<file path="src/rtl/lcd_i2c_ctrl.sv">
// HD44780 character-LCD controller over an I2C PCF8574 backpack: runs the 4-bit
// power-up init, accepts command/character writes with automatic cursor addressing,
// and detects slave NACK (sticky ack_err, ERROR until the next start_lcd rise).
module lcd_i2c_ctrl #(
    parameter int unsigned CLK_HZ    = 100_000_000,
    parameter int unsigned I2C_HZ    = 100_000,
    parameter logic [6:0]  I2C_ADDR  = 7'h27,
    parameter int unsigned ROWS      = 2,
    parameter int unsigned COLS      = 16,
    parameter logic        BACKLIGHT = 1'b1,
    parameter int unsigned PWRUP_US  = 50_000,
    parameter int unsigned CMD_US    = 50,
    parameter int unsigned CLR_US    = 2_000
) (
    input  logic       clk,
    input  logic       rst,
    input  logic       start_lcd,
    input  logic       wr_valid,
    output logic       wr_ready,
    input  logic       wr_rs,
    input  logic [7:0] wr_data,
    input  logic [1:0] wr_row,
    input  logic [5:0] wr_col,
    output logic       init_done,
    output logic       busy,
    output logic       ack_err,
    output logic       range_err,
    output logic       scl,
    output logic       sda_oe,
    input  logic       sda_i
);
    localparam int unsigned DIV    = CLK_HZ / (4 * I2C_HZ);
    localparam int unsigned US_DIV = CLK_HZ / 1_000_000;

    typedef enum logic [2:0] {
        S_WAIT_START, S_PWRUP, S_IDLE, S_START, S_BITS, S_STOP, S_SETTLE, S_ERROR
    } state_t;
    typedef enum logic [2:0] {LD_NONE, LD_INIT, LD_CMD, LD_ADDR, LD_CHAR} load_t;

    state_t      state_q, state_d;
    load_t       ld;
    logic        start_q, start_rise, tick, us_tick, wait_done, ack_slot, range_bad;
    logic [15:0] tick_cnt, us_cnt;
    logic [31:0] wait_cnt, op_wait, ld_wait;
    logic [1:0]  q;
    logic [3:0]  bit_idx;
    logic [2:0]  byte_idx, last_byte, op_idx, nxt_idx;
    logic [7:0]  shift, op_data, char_data, ld_data;
    logic        op_rs, op_nib, ld_rs, ld_nib, in_init, pend_char, nack;

    // {nibble_only, data} for each step of the power-up sequence
    function automatic logic [8:0] init_op(input logic [2:0] i);
        case (i)
            3'd0, 3'd1, 3'd2: return 9'h130;
            3'd3:             return 9'h120;
            3'd4:             return 9'h028;
            3'd5:             return 9'h00C;
            3'd6:             return 9'h001;
            default:          return 9'h006;
        endcase
    endfunction

    function automatic logic [7:0] row_base(input logic [1:0] r);
        case (r)
            2'd0:    return 8'h00;
            2'd1:    return 8'h40;
            2'd2:    return 8'h14;
            default: return 8'h54;
        endcase
    endfunction

    // PCF8574 byte k (1..4) of the current LCD op: odd k carries E=1, even k E=0
    function automatic logic [7:0] data_byte(input logic [2:0] k);
        logic [3:0] n;
        n = (k <= 3'd2) ? op_data[7:4] : op_data[3:0];
        return {n, BACKLIGHT, k[0], 1'b0, op_rs};
    endfunction

    assign start_rise = start_lcd & ~start_q;
    assign tick       = (tick_cnt == 16'(DIV - 1));
    assign us_tick    = (us_cnt == 16'(US_DIV - 1));
    assign wait_done  = (wait_cnt == '0);
    assign ack_slot   = (bit_idx == 4'd8);
    assign last_byte  = op_nib ? 3'd2 : 3'd4;
    assign range_bad  = (32'(wr_row) >= ROWS) || (32'(wr_col) >= COLS);
    assign wr_ready   = (state_q == S_IDLE) && !start_rise;
    assign busy       = state_q inside {S_PWRUP, S_START, S_BITS, S_STOP, S_SETTLE};

    // Next-state logic and selection of the next LCD op to load
    always_comb begin
        state_d = state_q;
        ld      = LD_NONE;
        case (state_q)
            S_WAIT_START: if (start_rise) state_d = S_PWRUP;
            S_PWRUP: if (wait_done) begin state_d = S_START; ld = LD_INIT; end
            S_IDLE: begin
                if (start_rise) state_d = S_PWRUP;
                else if (wr_valid && !wr_rs) begin state_d = S_START; ld = LD_CMD; end
                else if (wr_valid && !range_bad) begin state_d = S_START; ld = LD_ADDR; end
            end
            S_START: if (tick && q == 2'd1) state_d = S_BITS;
            S_BITS: if (tick && q == 2'd3 && ack_slot && (nack || byte_idx == last_byte))
                state_d = S_STOP;
            S_STOP: if (tick && q == 2'd2) state_d = nack ? S_ERROR : S_SETTLE;
            S_SETTLE: if (wait_done) begin
                if (in_init) begin
                    if (op_idx == 3'd7) state_d = S_IDLE;
                    else begin state_d = S_START; ld = LD_INIT; end
                end else if (pend_char) begin state_d = S_START; ld = LD_CHAR; end
                else state_d = S_IDLE;
            end
            S_ERROR: if (start_rise) state_d = S_PWRUP;
            default: state_d = S_WAIT_START;
        endcase
    end

    // Operand and settle time for the op being loaded
    always_comb begin
        nxt_idx = (state_q == S_PWRUP) ? 3'd0 : op_idx + 3'd1;
        ld_data = wr_data;
        ld_rs   = 1'b0;
        ld_nib  = 1'b0;
        case (ld)
            LD_INIT: {ld_nib, ld_data} = init_op(nxt_idx);
            LD_ADDR: ld_data = 8'h80 | (row_base(wr_row) + {2'b00, wr_col});
            LD_CHAR: begin ld_data = char_data; ld_rs = 1'b1; end
            default: ;
        endcase
        if (ld == LD_INIT && nxt_idx == 3'd0)      ld_wait = 32'd4100;
        else if (ld == LD_INIT && nxt_idx == 3'd1) ld_wait = 32'd100;
        else if (!ld_rs && !ld_nib && (ld_data == 8'h01 || ld_data == 8'h02)) ld_wait = CLR_US;
        else                                       ld_wait = CMD_US;
    end

    // State register
    always_ff @(posedge clk or negedge rst) begin
        if (!rst) state_q <= S_WAIT_START;
        else      state_q <= state_d;
    end

    // Datapath: op loading, quarter-bit I2C sequencing, settle timing and status flags
    always_ff @(posedge clk or negedge rst) begin
        if (!rst) begin
            start_q   <= 1'b0;  tick_cnt <= '0;   us_cnt    <= '0;   wait_cnt  <= '0;
            q         <= '0;    bit_idx  <= '0;   byte_idx  <= '0;   shift     <= '0;
            op_data   <= '0;    op_rs    <= 1'b0; op_nib    <= 1'b0; op_wait   <= '0;
            op_idx    <= '0;    in_init  <= 1'b0; pend_char <= 1'b0; char_data <= '0;
            nack      <= 1'b0;  scl      <= 1'b1; sda_oe    <= 1'b0;
            init_done <= 1'b0;  ack_err  <= 1'b0; range_err <= 1'b0;
        end else begin
            start_q   <= start_lcd;
            range_err <= wr_ready && wr_valid && wr_rs && range_bad;

            if (state_q inside {S_START, S_BITS, S_STOP}) tick_cnt <= tick ? '0 : tick_cnt + 16'd1;
            else                                          tick_cnt <= '0;

            if (state_d == S_PWRUP && state_q != S_PWRUP) begin
                wait_cnt  <= PWRUP_US;
                us_cnt    <= '0;
                init_done <= 1'b0;
                ack_err   <= 1'b0;
                in_init   <= 1'b0;
                pend_char <= 1'b0;
            end else if (state_q == S_STOP && state_d == S_SETTLE) begin
                wait_cnt <= op_wait;
                us_cnt   <= '0;
            end else if (!wait_done) begin
                us_cnt <= us_tick ? '0 : us_cnt + 16'd1;
                if (us_tick) wait_cnt <= wait_cnt - 32'd1;
            end

            if (state_q == S_SETTLE && state_d == S_IDLE && in_init) begin
                init_done <= 1'b1;
                in_init   <= 1'b0;
            end
            if (state_q == S_STOP && state_d == S_ERROR) begin
                ack_err   <= 1'b1;
                init_done <= 1'b0;
                in_init   <= 1'b0;
                pend_char <= 1'b0;
            end

            if (ld != LD_NONE) begin
                op_data <= ld_data;
                op_rs   <= ld_rs;
                op_nib  <= ld_nib;
                op_wait <= ld_wait;
                q       <= '0;
                nack    <= 1'b0;
            end
            if (ld == LD_INIT) begin op_idx <= nxt_idx; in_init <= 1'b1; end
            if (ld == LD_ADDR) begin pend_char <= 1'b1; char_data <= wr_data; end
            if (ld == LD_CHAR) pend_char <= 1'b0;

            // Quarter 0: drive SDA (scl low), 1: raise SCL, 2: sample ACK, 3: drop SCL
            if (tick) begin
                case (state_q)
                    S_START: begin
                        if (q == 2'd0) begin
                            sda_oe <= 1'b1;
                            q      <= 2'd1;
                        end else begin
                            scl      <= 1'b0;
                            q        <= 2'd0;
                            shift    <= {I2C_ADDR, 1'b0};
                            byte_idx <= '0;
                            bit_idx  <= '0;
                        end
                    end
                    S_BITS: begin
                        case (q)
                            2'd0: begin sda_oe <= ack_slot ? 1'b0 : ~shift[7]; q <= 2'd1; end
                            2'd1: begin scl <= 1'b1; q <= 2'd2; end
                            2'd2: begin
                                if (ack_slot && sda_i) nack <= 1'b1;
                                q <= 2'd3;
                            end
                            default: begin
                                scl <= 1'b0;
                                q   <= 2'd0;
                                if (!ack_slot) begin
                                    shift   <= shift << 1;
                                    bit_idx <= bit_idx + 4'd1;
                                end else if (!nack && byte_idx != last_byte) begin
                                    byte_idx <= byte_idx + 3'd1;
                                    shift    <= data_byte(byte_idx + 3'd1);
                                    bit_idx  <= '0;
                                end
                            end
                        endcase
                    end
                    S_STOP: begin
                        case (q)
                            2'd0:    begin sda_oe <= 1'b1; q <= 2'd1; end
                            2'd1:    begin scl <= 1'b1; q <= 2'd2; end
                            default: begin sda_oe <= 1'b0; q <= 2'd0; end
                        endcase
                    end
                    default: ;
                endcase
            end
        end
    end
endmodule
</file>
<file path="config.mk">
export PLATFORM = sky130hd
export DESIGN_NAME = lcd_i2c_ctrl
export DESIGN_NICKNAME = d
export VERILOG_FILES = /design/src/rtl/lcd_i2c_ctrl.sv
export SDC_FILE = /design/constraint.sdc
export NUM_CORES = 1
export LEC_CHECK = 0
export ABC_AREA = 1
export BUFFER_PORTS_ARGS = -buffer_cell sky130_fd_sc_hd__buf_2
export CORE_ASPECT_RATIO = 1.5
export CORE_MARGIN = 5
export CORE_UTILIZATION = 55
export DETAILED_ROUTE_END_ITERATION = 12
export MAX_ROUTING_LAYER = met4
export PLACE_DENSITY = 0.81
export SLEW_MARGIN = 20
export SYNTH_ARGS = -nofsm -noshare
export SYNTH_HDL_FRONTEND = slang
export SYNTH_SLANG_ARGS = --single-unit
</file>
<file path="constraint.sdc">
create_clock -name clk -period 2.42 [get_ports clk]
set_input_delay 0.121 -clock clk [delete_from_list [all_inputs] [get_ports clk]]
set_output_delay 0.121 -clock clk [all_outputs]
set_load 0.02 [all_outputs]
</file>
==> metrics.txt <==
# TYPE chip_impl_metric gauge
chip_impl_info{name="top_usage_layer",value="met2"} 1
chip_impl_metric{name="layout.cells.non_filler",unit=""} 1400
chip_impl_info{name="synth_top_cells_by_area",value="dfrtp_1, nand2_1, nor2_1"} 1
chip_impl_metric{name="postSynthRegisterBits",unit=""} 121
chip_impl_metric{name="synth_adder_area_share",unit=""} 0.03030
chip_impl_metric{name="max-vdd-ir-drop",unit="mV"} 0.7574
chip_impl_metric{name="detailedRoute.firstPassIterationCount",unit=""} 5
chip_impl_info{name="synth_top_family_by_area",value="simple AND/OR/NAND/NOR gates"} 1
chip_impl_metric{name="drive_gt1_frac",unit=""} 0.2053
chip_impl_metric{name="grt.overflow.total",unit=""} 0
chip_impl_metric{name="post_synthesis_mean_instance_area",unit="um2"} 7.258
chip_impl_metric{name="timing.final.hold_violations",unit=""} 1
chip_impl_info{name="yosysTopAreaCell",value="dfrtp_1"} 1
chip_impl_metric{name="power.total",unit="mW"} 10.85
chip_impl_metric{name="critPathArrivalTime",unit="ps"} 2770
chip_impl_metric{name="yosysUniqueCellTypes",unit=""} 50
chip_impl_metric{name="drt-initial-drc-count",unit=""} 628
chip_impl_metric{name="postRouteAntennaNets",unit=""} 0
chip_impl_info{name="cts_tree",value="yes"} 1
chip_impl_metric{name="timing.final.max_slew_violations",unit=""} 0
chip_impl_metric{name="synth_top_area_share",unit=""} 0.3827
chip_impl_metric{name="max-clock-path-buffers",unit=""} 2
chip_impl_metric{name="level_count_of_the_clock_h_tree",unit=""} 4
chip_impl_metric{name="antenna_violations_before_repair",unit=""} 0
chip_impl_metric{name="numCtsBuffers",unit=""} 17
chip_impl_metric{name="layout.core_utilization",unit=""} 0.6999
chip_impl_metric{name="yosys-mux-area-fraction",unit=""} 0
chip_impl_info{name="timing.critical_path.from_type",value="flop"} 1
chip_impl_metric{name="clock_latency_on_the_worst_skew_pair",unit="ps"} 420
chip_impl_metric{name="synth_xor_area_frac",unit=""} 0.05246
chip_impl_info{name="yosys_most_used_dff",value="dfrtp_1"} 1
chip_impl_metric{name="report.final.setup_viol",unit=""} 9
chip_impl_info{name="cell_by_cell_listing_of_the_critical_path",value="inv_1 -> ha_2 -> nand3_2 -> nor2_2 -> nand2_2 -> nor2_4 -> nand2_1 -> nand2_1 -> nand3_2 -> nor2_4 -> inv_4 -> nand3_4 -> o211ai_4 -> clkbuf_16 -> o21ai_0"} 1
chip_impl_metric{name="min_period_over_period",unit=""} 1.006
chip_impl_metric{name="synth_compound_area_frac",unit=""} 0.09887
chip_impl_metric{name="n_antenna_cell",unit=""} 0
chip_impl_metric{name="routed_wire_length_per_instance",unit="um"} 16.07
chip_impl_metric{name="clk_pin_slew_worst_paths",unit="ps"} 60
chip_impl_metric{name="worstPathRequired",unit="ps"} 2750
chip_impl_metric{name="syn-num-nets",unit=""} 1122
chip_impl_metric{name="setup_total_negative_slack",unit="ps"} -52.96
chip_impl_metric{name="grt_util_met1",unit=""} 0.2854
chip_impl_metric{name="syn_area",unit="mm2"} 0.007846
chip_impl_metric{name="route.vias.total",unit=""} 7943
chip_impl_metric{name="drc_errors",unit=""} 0
chip_impl_metric{name="floorplan.die.height",unit="um"} 156.3
chip_impl_metric{name="synth_enable_flop_cells",unit=""} 0
chip_impl_metric{name="grt_use_total",unit=""} 0.2653
chip_impl_metric{name="layout.nets",unit=""} 1236
chip_impl_metric{name="floorplan.initialDensity",unit=""} 0.5608
chip_impl_metric{name="number_of_buffers_added_on_ports",unit=""} 28
chip_impl_metric{name="yosys_warning_total",unit=""} 0
chip_impl_info{name="setup.worst_path.end_class",value="flop"} 1
chip_impl_metric{name="vias_per_cell",unit=""} 5.674
chip_impl_metric{name="post-route-worst-setup-slack",unit="ps"} -14.71
chip_impl_metric{name="top_level_ports",unit=""} 29
chip_impl_metric{name="cp_max_fo",unit=""} 17
chip_impl_metric{name="final_cell_area",unit="mm2"} 0.009793
chip_impl_metric{name="gp_routability_congestion",unit=""} 0.9329
chip_impl_metric{name="met2_usage",unit=""} 0.4789
chip_impl_info{name="commonest_non_fill_non_tap_cells_in_the_layout",value="nand2_1, nor2_1, dfrtp_1, inv_1, nand3_1"} 1
chip_impl_metric{name="core_region_area",unit="mm2"} 0.01399
chip_impl_metric{name="max_freq",unit="MHz"} 410.7
chip_impl_metric{name="grt_pass1_wl",unit="mm"} 35.14
chip_impl_metric{name="synthArstFlopShare",unit=""} 1.000
chip_impl_metric{name="final.fill_count",unit=""} 1030
chip_impl_metric{name="total_of_max_cap_violations",unit=""} 0
chip_impl_metric{name="max_slew.worst_pin.slew",unit="ps"} 610.6
chip_impl_metric{name="crit_path_max_incr_delay",unit="ps"} 390
chip_impl_metric{name="p_leak",unit="nW"} 5.084
chip_impl_info{name="setup.worst_path.class",value="reg2reg"} 1
chip_impl_metric{name="place_inst",unit=""} 1336
chip_impl_metric{name="synth_sequential_area_ratio",unit=""} 0.3861
chip_impl_metric{name="globalRouteMet3Util",unit=""} 0.03962
chip_impl_metric{name="postPlaceCellArea",unit="mm2"} 0.008641
chip_impl_info{name="grt_setup_unrepaired",value="yes"} 1
chip_impl_metric{name="detail_route.wirelength",unit="mm"} 22.50
chip_impl_metric{name="final.setup_skew",unit="ps"} 7.956
chip_impl_metric{name="area_growth_syn_to_layout",unit="%"} 24.81
chip_impl_metric{name="first_global_vias",unit=""} 7753
chip_impl_info{name="crit_path_top_delay_cell",value="dfrtp_1"} 1
chip_impl_metric{name="num_rows",unit=""} 53
chip_impl_metric{name="fin_worst_hold_slack",unit="ps"} -4.053
chip_impl_info{name="timing.hold.worst.class",value="in2reg"} 1
chip_impl_metric{name="power_density",unit="mW/mm2"} 1108
chip_impl_metric{name="worst_slew_margin_rel",unit=""} 0.5929
chip_impl_info{name="run_status",value="finished, violations left"} 1
chip_impl_metric{name="die-area",unit="mm2"} 0.01680
chip_impl_metric{name="numClockSinks",unit=""} 121
chip_impl_info{name="ctsRootBufferMaster",value="clkbuf_16"} 1
chip_impl_metric{name="place_hpwl",unit="mm"} 14.70
chip_impl_metric{name="post_synth_inst_count",unit=""} 1081
chip_impl_info{name="failing_checks",value="negative hold slack, negative setup slack"} 1
chip_impl_info{name="most_frequent_standard_cell_in_the_layout_excluding_fill_and_tap_cells",value="nand2_1"} 1
chip_impl_metric{name="min_period",unit="ps"} 2435
chip_impl_metric{name="maximum_number_of_pins_on_one_net_before_global_route_repair",unit=""} 45
chip_impl_metric{name="die_w",unit="um"} 107.5
chip_impl_metric{name="yosys.area_share.simple",unit=""} 0.3465
[metrics by stage]
stage | hold WS [ps] | worst slack [ps]
floorplan | -174.6 | 160.0
global placement | 164.4 | 42.98
detailed placement | 169.6 | -18.79
CTS | 1.375 | 1.295
global route | 25.95 | -162.3
finish | -4.053 | -14.71
[where the power goes]
part	total, mW	leakage, nW	internal [mW]	switching (mW)
Clock	2.48	0.280	1.46	1.02
Sequential	2.96	1.60	2.49	0.463
Combinational	5.41	3.21	2.06	3.35
Total	10.8	5.08	6.02	4.83
[worst max-delay path, delay by kind of cell (launching register included)]
kind	cells	cell delay, ps
compound gates	2	310
fa+ha+maj	1	170
buf+inv	3	350
flops	1	390
simple gates	9	1120
[synthesized netlist by cell type, types with 3 or more instances]
cell type and instances:
a21oi_1 19, buf_2 9, buf_4 8, buf_6 3, clkbuf_1 10, clkinv_1 3, dfrtp_1 120, ha_1 19
inv_1 118, inv_2 8, nand2_1 280, nand2_2 7, nand3_1 81, nand4_1 40, nor2_1 152, nor2_2 5
nor2_4 6, nor3_1 19, nor4_1 6, o211ai_1 29, o21ai_0 47, o21ai_1 3, o22ai_1 4, o31ai_1 3
or2_2 3, xnor2_1 13, xor2_1 34
[final cells by class]
cell class              instances  area [um2]  share of cell area
inverters                     131       499.2             0.05098
clock buffers                  18       439.2             0.04484
flip-flops and latches        121        3032              0.3096
multi-input cells             800        4363              0.4455
repair buffers                124        1080              0.1103
clock inverters                14       140.1             0.01431
well taps                     192       240.2             0.02453
[logic make-up after synthesis]
group,after synthesis
adders and majority gates,19
buffers and inverters,161
and+or+nand+nor,611
AOI/OAI and AO/OA,122
xor gates and xnor gates,47
DFF,121
[sequential cells by signal, indices dropped and copies added (netlist names), 3 cells and up]
register / cells
state_q: 3
byte_idx: 3
tick_cnt: 16
bit_idx: 4
us_cnt: 16
op_wait: 7
op_idx: 3
wait_cnt: 32
op_data: 8
shift: 8
char_data: 8
[worst paths after layout]
| path | from | end | slack [ps] | cells past startpoint |
|---|---|---|---|---|
| min in group asynchronous | rst | tick_cnt[11] | 280 | 2 |
| min reg2reg | ack_err | ack_err | 470 | 2 |
| max in group asynchronous | rst | wait_cnt[30] | 1380 | 3 |
| max reg2reg | tick_cnt[1] | wait_cnt[0] | -10 | 15 |
| max | tick_cnt[1] | wait_cnt[0] | -10 | 15 |
| min | wr_data[4] | char_data[4] | -4 | 3 |
[layer usage]
metal	wire [um]	share of wire
met5	0	0
met4	1107	0.049
met3	1079	0.048
met2	11950	0.53
met1	8355	0.37
[what timing repair did]
| item | 4_1_cts | 5_1_grt |
|---|---|---|
| cloned | 1 | 5 |
| pin swaps | 2 | 19 |
| resized for setup | 1 | 74 |
| setup endpoints to repair | 12 | 69 |
| setup buffers | 2 | 14 |
| endpoints found under the hold margin | 48 | 0 |
| hold buffers | 10 | 0 |
No activity file was read; power rests on OpenSTA's default activity.
